## src/rtl/tone_sequencer.sv

```systemverilog
// tone_sequencer: square-wave note player with a valid/ready note interface.
// Each accepted note plays for note_dur milliseconds, then stays silent for
// GAP_MS milliseconds. note_done pulses on the first idle cycle afterwards.
module tone_sequencer #(
    parameter int CLK_FREQ = 50000000,
    parameter int DUR_W    = 12,
    parameter int GAP_MS   = 10
) (
    input  logic             clk,
    input  logic             rst,
    input  logic             note_valid,
    output logic             note_ready,
    input  logic [3:0]       note_code,
    input  logic [1:0]       note_octave,
    input  logic [DUR_W-1:0] note_dur,
    input  logic             abort,
    output logic             out,
    output logic             busy,
    output logic             note_done
);

    localparam int MS_TICKS  = CLK_FREQ / 1000;
    localparam int GAP_TICKS = GAP_MS * MS_TICKS;
    // The lowest note (C3) has the longest half-period, so it sets the counter width.
    localparam int HP_W      = $clog2(CLK_FREQ / (2 * 131) + 1);
    localparam int MS_W      = (MS_TICKS > 1) ? $clog2(MS_TICKS) : 1;
    localparam int GAP_W     = (GAP_TICKS > 1) ? $clog2(GAP_TICKS) : 1;
    localparam logic [MS_W-1:0]  MS_LAST  = MS_W'(MS_TICKS - 1);
    localparam logic [GAP_W-1:0] GAP_LAST = GAP_W'((GAP_TICKS > 0) ? GAP_TICKS - 1 : 0);

    // Half-period in clock cycles for each note code; code 0 is a rest.
    function automatic int hp_of(input int code);
        int freq;
        case (code)
            1:       freq = 131;
            2:       freq = 147;
            3:       freq = 165;
            4:       freq = 175;
            5:       freq = 196;
            6:       freq = 220;
            7:       freq = 247;
            8:       freq = 262;
            9:       freq = 294;
            10:      freq = 330;
            11:      freq = 349;
            12:      freq = 392;
            13:      freq = 440;
            14:      freq = 494;
            15:      freq = 523;
            default: freq = 0;
        endcase
        return (freq == 0) ? 0 : CLK_FREQ / (2 * freq);
    endfunction

    typedef enum logic [1:0] {
        IDLE = 2'd0,
        PLAY = 2'd1,
        GAP  = 2'd2
    } state_t;

    state_t             state_reg;
    logic               out_reg;
    logic               busy_reg;
    logic               ready_reg;
    logic               done_reg;
    logic               rest_reg;
    logic [HP_W-1:0]    half_reg;
    logic [HP_W-1:0]    phase_reg;
    logic [DUR_W-1:0]   dur_reg;
    logic [MS_W-1:0]    ms_reg;
    logic [GAP_W-1:0]   gap_reg;

    logic [HP_W-1:0]    hp_table [16];
    logic [HP_W-1:0]    shifted_half;
    logic [HP_W-1:0]    eff_half;

    // Constant half-period lookup table, built at elaboration.
    for (genvar gi = 0; gi < 16; gi++) begin : g_hp
        assign hp_table[gi] = HP_W'(hp_of(gi));
    end

    // Octave shift halves the period per step; never let it drop to zero.
    assign shifted_half = hp_table[note_code] >> note_octave;
    assign eff_half     = (shifted_half == '0) ? HP_W'(1) : shifted_half;

    assign note_ready = ready_reg;
    assign out        = out_reg;
    assign busy       = busy_reg;
    assign note_done  = done_reg;

    // Sequencer FSM: accept, play with ms timing, optional gap, done pulse.
    always_ff @(posedge clk) begin
        if (rst) begin
            state_reg <= IDLE;
            out_reg   <= 1'b0;
            busy_reg  <= 1'b0;
            ready_reg <= 1'b1;
            done_reg  <= 1'b0;
            rest_reg  <= 1'b0;
            half_reg  <= '0;
            phase_reg <= '0;
            dur_reg   <= '0;
            ms_reg    <= '0;
            gap_reg   <= '0;
        end else begin
            done_reg <= 1'b0;
            case (state_reg)
                IDLE: begin
                    if (note_valid && ready_reg) begin
                        if (note_dur == '0) begin
                            done_reg <= 1'b1;
                        end else begin
                            state_reg <= PLAY;
                            busy_reg  <= 1'b1;
                            ready_reg <= 1'b0;
                            half_reg  <= eff_half;
                            rest_reg  <= (note_code == 4'd0);
                            dur_reg   <= note_dur;
                            phase_reg <= '0;
                            ms_reg    <= '0;
                            out_reg   <= 1'b0;
                        end
                    end
                end
                PLAY: begin
                    if (abort) begin
                        state_reg <= IDLE;
                        busy_reg  <= 1'b0;
                        ready_reg <= 1'b1;
                        out_reg   <= 1'b0;
                        phase_reg <= '0;
                        ms_reg    <= '0;
                        dur_reg   <= '0;
                    end else begin
                        if (phase_reg == half_reg - HP_W'(1)) begin
                            phase_reg <= '0;
                            if (!rest_reg) begin
                                out_reg <= ~out_reg;
                            end
                        end else begin
                            phase_reg <= phase_reg + HP_W'(1);
                        end
                        if (ms_reg == MS_LAST) begin
                            ms_reg  <= '0;
                            dur_reg <= dur_reg - DUR_W'(1);
                            if (dur_reg == DUR_W'(1)) begin
                                // Last ms elapsed: silence the pin regardless of phase.
                                out_reg   <= 1'b0;
                                phase_reg <= '0;
                                if (GAP_MS == 0) begin
                                    state_reg <= IDLE;
                                    busy_reg  <= 1'b0;
                                    ready_reg <= 1'b1;
                                    done_reg  <= 1'b1;
                                end else begin
                                    state_reg <= GAP;
                                    gap_reg   <= '0;
                                end
                            end
                        end else begin
                            ms_reg <= ms_reg + MS_W'(1);
                        end
                    end
                end
                GAP: begin
                    if (abort) begin
                        state_reg <= IDLE;
                        busy_reg  <= 1'b0;
                        ready_reg <= 1'b1;
                        gap_reg   <= '0;
                    end else if (gap_reg == GAP_LAST) begin
                        state_reg <= IDLE;
                        busy_reg  <= 1'b0;
                        ready_reg <= 1'b1;
                        done_reg  <= 1'b1;
                        gap_reg   <= '0;
                    end else begin
                        gap_reg <= gap_reg + GAP_W'(1);
                    end
                end
                default: begin
                    state_reg <= IDLE;
                    busy_reg  <= 1'b0;
                    ready_reg <= 1'b1;
                    out_reg   <= 1'b0;
                end
            endcase
        end
    end

endmodule

```

## config.mk

```make
export PLATFORM = sky130hd
export DESIGN_NAME = tone_sequencer
export DESIGN_NICKNAME = d
export VERILOG_FILES = /design/src/rtl/tone_sequencer.sv
export SDC_FILE = /design/constraint.sdc
export NUM_CORES = 1
export LEC_CHECK = 0
export ABC_AREA = 1
export CAP_MARGIN = 0
export CELL_PAD_IN_SITES_DETAIL_PLACEMENT = 1
export CELL_PAD_IN_SITES_GLOBAL_PLACEMENT = 1
export CORE_MARGIN = 1.5
export CORE_UTILIZATION = 40
export CTS_BUF_LIST = sky130_fd_sc_hd__clkbuf_4 sky130_fd_sc_hd__clkbuf_8
export CTS_CLUSTER_DIAMETER = 150
export CTS_CLUSTER_SIZE = 28
export DETAILED_ROUTE_END_ITERATION = 10
export GPL_ROUTABILITY_DRIVEN = 0
export PLACE_DENSITY = 0.88
export SLEW_MARGIN = 30
export SYNTH_ARGS = -nofsm -noshare
export SYNTH_HDL_FRONTEND = slang
export SYNTH_SLANG_ARGS = --single-unit
```

## constraint.sdc

```tcl
create_clock -name clk -period 1.9 [get_ports clk]
set_clock_uncertainty 0.15 [all_clocks]
set_input_delay 0.19 -clock clk [delete_from_list [all_inputs] [get_ports clk]]
set_output_delay 0.19 -clock clk [all_outputs]
set_load 0.005 [all_outputs]
```

**Word level (Yosys, flattened, before mapping)**

Memory sizes are Yosys's and may differ from the RTL's.
Index checks and enable logic that the tools add are counted.

- Memory bits (read-only): 288
- Register bits after elaboration: 90
- Output and inout port bits: 4
- Logic and storage cells: 109
- Memories: 1

- $add $sub $neg: 5
- Equality and inequality tests: 15
- $lt $le $gt $ge: 1
- Reduce and logical (&&, ||, !) cells: 14
- Bitwise logic cells: 4
- Shifts and indexed selects: 1
- Mux-type cells: 57

Memories:

| name | depth | width | rd ports | clocked after Yosys merged registers in | write ports | RTL line | text |
|---|---|---|---|---|---|---|---|
| (no name shown) | 16 | 18 | 1 | 0 | 0 | 83 | `assign shifted_half = hp_table[note_code] >> note_octave;` |

Operators with widths:

| cell | count |
|---|---|
| 18-bit two-way mux | 9 |
| 19-bit two-way mux | 5 |
| 16-bit two-way mux | 4 |
| 12-bit two-way mux | 4 |
| 19-bit one-hot mux with 2 select lines | 1 |
| 18-bit one-hot mux with 2 select lines | 1 |
| 16-bit one-hot mux with 2 select lines | 1 |
| 12-bit one-hot mux with 2 select lines | 1 |
| 19-bit by 1-bit adder with 19-bit output, second input constant | 1 |
| 19-bit == test, second input constant | 1 |
| 1-bit two-way mux | 19 |
| 18-bit by 1-bit adder with 18-bit output, second input constant | 1 |
| 18-bit == test | 1 |
| 18-bit zero test | 1 |
| 18-bit by 2-bit >> shifter with 18-bit output | 1 |
| 18-bit by 1-bit subtractor with 18-bit output, second input constant | 1 |
| 16-bit by 1-bit adder with 16-bit output, second input constant | 1 |
| 16-bit == test, second input constant | 1 |
| 2-bit two-way mux | 7 |
| 12-bit by 1-bit == test with 1-bit output, second input constant | 1 |
| 12-bit zero test | 1 |
| 2-bit != test, second input constant | 6 |
| 4-bit AND reduction | 3 |
| 12-bit by 1-bit subtractor with 12-bit output, second input constant | 1 |
| 15 further kinds | 24 |

**Depth between registers and ports, before layout**

- Depth after elaboration: 7
- Depth in mapped cells: 17

**Least setup slack after synthesis**

No wires, ideal clock.

- Path type: reg2reg
- From: register half_reg[0]
- To: register phase_reg[17]
- Setup slack: -0.125 ns
- Path buffers: 1
- Data required time: 1.631 ns
- Clock period less this slack: 2.025 ns
- Arrival time: 1.756 ns
- Stages on the path, launching flop included: 17
- Cell sequence: dfxtp_1 inv_1 ha_1 nand2_2 nor2_4 nand3_1 nand2_1 nand2_1 inv_1 nand3_1 nor2_2 nand2_2 nand2_2 nand2_2 nand2_4 buf_12 nor2_2

- Longest elaborated chain between the ends: 7

RTL lines:

| element | RTL line | text |
|---|---|---|
| start: declaration | 67 | `logic [HP_W-1:0] half_reg;` |
| start signal: assignment | 116 | `half_reg <= eff_half;` |
| 18-bit by 1-bit subtractor with 18-bit output * | 135 | `if (phase_reg == half_reg - HP_W'(1)) begin` |
| 18-bit == test * | 135 |  |
| 18-bit two-way mux * | 135 |  |
| 18-bit two-way mux | 146 | `if (dur_reg == DUR_W'(1)) begin` |
| 18-bit two-way mux * | 143 | `if (ms_reg == MS_LAST) begin` |
| 18-bit two-way mux * | 126 | `if (abort) begin` |
| 18-bit one-hot mux with 2 select lines * | 107 | `case (state_reg)` |
| end signal: assignment | 141 | `phase_reg <= phase_reg + HP_W'(1);` |
| end: declaration | 68 | `logic [HP_W-1:0] phase_reg;` |

Mark *: on every way between the ends. The rest lies on a longest branch, timed or not.
A chain may end at the register's enable or synchronous reset.

**Worst setup path after layout**

- From: register half_reg[12]
- To: register phase_reg[0]

Same word-level chain as after synthesis.

==> metrics <==
synthesized instance count just under 1000; unrepaired setup endpoints after global routing true; global-route wire length before repair 50.3 mm; Reg area approximately 0.0018 sq mm; slew margin rel. 0.552; antenna violations before repair 2; Layout fillers around 1800; fin area 0.0101 sq mm; Min Hold Slack between 50 and 60 ps; area delta synth->final 64.4%; drt pass-1 iters 6; final WL 44.5 mm; DRT iter0 DRCs 1394; Root Driver clkbuf_8; CP startpoint kind flop; Slowest-stage cell, CP dfxtp_1; synth warn 0; fin. max-slew vios 0; critical path required time just over 2000 ps; Core Area between 0.015 and 0.02 sq mm; I/O Buffers 25; Die Y about 130 microns; Commonest cells post-synth 260 x nand2_1, 111 x nor2_1, 109 x inv_1, 90 x dfxtp_1, 87 x nand3_1; Clock Latency Late Sink ~450 ps; RR Endpoint phase_reg[0]$_SDFFE_PP0P_; pin count of the biggest net entering global routing 31; most common cell in the synthesized netlist nand2_1; Top FF cell, synth dfxtp_1; Cells on Worst Hold Path 3; DP Worst Slack -640 ps; #FFs+latches synth 90; CP Capture Type flop; area of the multi-input gates 0.00503 sq mm; clock sink total 90; hold path endpoint dur_reg[2]$_SDFFE_PP0P_; status complete, but fails checks; Critical Path Max Stage Delay approximately 420 ps; Util after Layout 0.667; DR WL/cell 31.4 microns; fin worst setup slack -724 ps; worst-path maximum fanout 4; Critical Path AT between 2000 and 3000 ps; I/O pins 26; Lkg Pwr about 4.4 nW; Nets about 1300; Ant. Diodes 0; final worst-path cycle share 1.38; critical-path cell list nor2_2, nand2_1, nor2_2, nand2_1, nand2_1, nand2_1, nand2_1, inv_1, nand3_2, nor2_4, nand2_2, nand2_4, buf_4, a21oi_2; Die Area about 0.016 sq mm; Post-Synthesis Cell Area around 0.006 sq mm; Peak Freq between 300 and 400 MHz; Hold Fails Final Rpt 0; Yosys top cell by area dfxtp_1; initial core utilization 0.406; Via density slightly below 7; r2r worst-path depth 14; maxcap violations 0; Hold WC Path Type in -> reg; CTS tree built; Power Dens Cells about 850 mW/mm^2; clock buffer depth 2; Overall Global Routing Usage 0.403; reg-to-reg critical path startpoint half_reg[12]$_SDFFE_PP0P_; top area cells in the synthesized netlist dfxtp_1 29%, nand2_1 16%, nand3_1 7.1%; CTS Buf Count 9; width of the die approximately 130 microns; Routed Antenna Nets 0; Syn Area/Cell between 6 and 7 sq um; share of post-route cells with drive strength above 1 0.448; setup violators final 90; PnR Total Power between 8 and 9 mW; Slew @ Worst Pin approximately 670 ps; Worst-path clk slew 120 ps; worst setup path category reg -> reg; H-tree depth 3; Synth async-reset ratio 0; DRC viols 0; top cell type's share of synthesized area 0.294; dpl cell area 0.00785 sq mm; failing checks setup timing; min Tclk post-route 2620 ps; GR Overflow Total 0; min-delay src note_dur[2]; most used cell, CP nand2_1; vias post-DR around 9700; # rows 45; number of synthesized flops with an enable pin 0; Syn Nets between 1000 and 1500; worst vdd ir between 0.3 and 0.4 mV; detailed placement HPWL approximately 17 mm; number of flip-flops in the largest register 19; number of global-route vias before repair between 9000 and 10000; Synth cell types 44; sequential cell area fraction in the yosys report 0.294; reg2reg setup slack -720 ps
==> metrics by stage <==
step	setup TNS [ps]	cells
finish	-35420	1419
global route	-38480	1419
CTS	-4570	1391
detailed placement	-27180	1347
global placement	-18260	1347
floorplan	-492	987
==> report_power, final <==
part	switching, mW	leakage (nW)	internal (mW)
clock	0.995	0.101	0.641
sequential	0.228	0.744	2.03
combinational	2.94	3.51	1.74
==> metal layers <==
| metal | GRT usage | wire, microns |
|---|---|---|
| met5 | 0 | 13 |
| met4 | 0.308 | 5220 |
| met3 | 0.0844 | 4860 |
| met2 | 0.710 | 19600 |
| met1 | 0.422 | 14900 |
==> worst max-delay path by stage <==
| stage | start | to | slack, ps | cells after the start |
|---|---|---|---|---|
| finish | half_reg[12]$_SDFFE_PP0P_ | phase_reg[0]$_SDFFE_PP0P_ | -720 | 14 |
| global route | phase_reg[0]$_SDFFE_PP0P_ | phase_reg[16]$_SDFFE_PP0P_ | -920 | 10 |
| CTS | half_reg[1]$_SDFFE_PP0P_ | phase_reg[10]$_SDFFE_PP0P_ | -220 | 13 |
| detailed placement | note_code[1] | half_reg[0]$_SDFFE_PP0P_ | -640 | 14 |
| global placement | note_code[1] | half_reg[0]$_SDFFE_PP0P_ | -430 | 14 |
| floorplan | half_reg[0]$_SDFFE_PP0P_ | phase_reg[17]$_SDFFE_PP0P_ | -50 | 15 |
==> critical path: cells and delay by family (launching register included) <==
kind	cells	cell delay, ps
AOI/OAI and AO/OA	1	260
buffers and inverters	2	210
DFF	1	420
and+or+nand+nor	11	1430
==> what timing repair did <==
item | in CTS | in global routing
resized for setup | 167 | 275
hold buffers | 0 | 0
setup endpoints to repair | 88 | 88
gates cloned | 6 | 1
pin swaps | 64 | 74
setup buffers | 22 | 31
==> layout make-up <==
cell class / count / share of cell area
timing repair buffer: 249 / 0.220
multi-input combinational: 755 / 0.499
timing repair inverter: 3 / 0.00348
inverter: 118 / 0.0500
tap: 188 / 0.0234
clock inverter: 6 / 0.00721
sequential: 90 / 0.184
clock buffer: 10 / 0.0131
==> logic make-up after synthesis <==
family          Yosys count  share of synthesized area
compound gates          156                      0.138
simple gates            554                      0.403
fa+ha+maj                11                     0.0225
mux                       2                    0.00327
buf+inv                 143                     0.0949
flops                    90                      0.294
xor+xnor                 31                     0.0444
==> layout by cell type (no fill, tap or decap), types with 18 or more instances in the layout <==
cell | Yosys | final
inv_1 | 109 | 88
dfxtp_1 | 90 | 63
buf_6 | 1 | 20
nor2_2 | 19 | 39
nand4_1 | 27 | 27
nand2_2 | 7 | 25
xor2_1 | 24 | 22
dfxtp_2 | 0 | 22
buf_4 | 2 | 189
o21ai_0 | 55 | 23
a21oi_2 | 1 | 42
a21oi_1 | 75 | 28
inv_2 | 7 | 20
nand3_2 | 3 | 18
nand2_1 | 260 | 208
nor2_1 | 111 | 65
nor2_4 | 5 | 31
nand3_1 | 87 | 65
nand2_4 | 1 | 31
(Power assumes the default switching activity.)
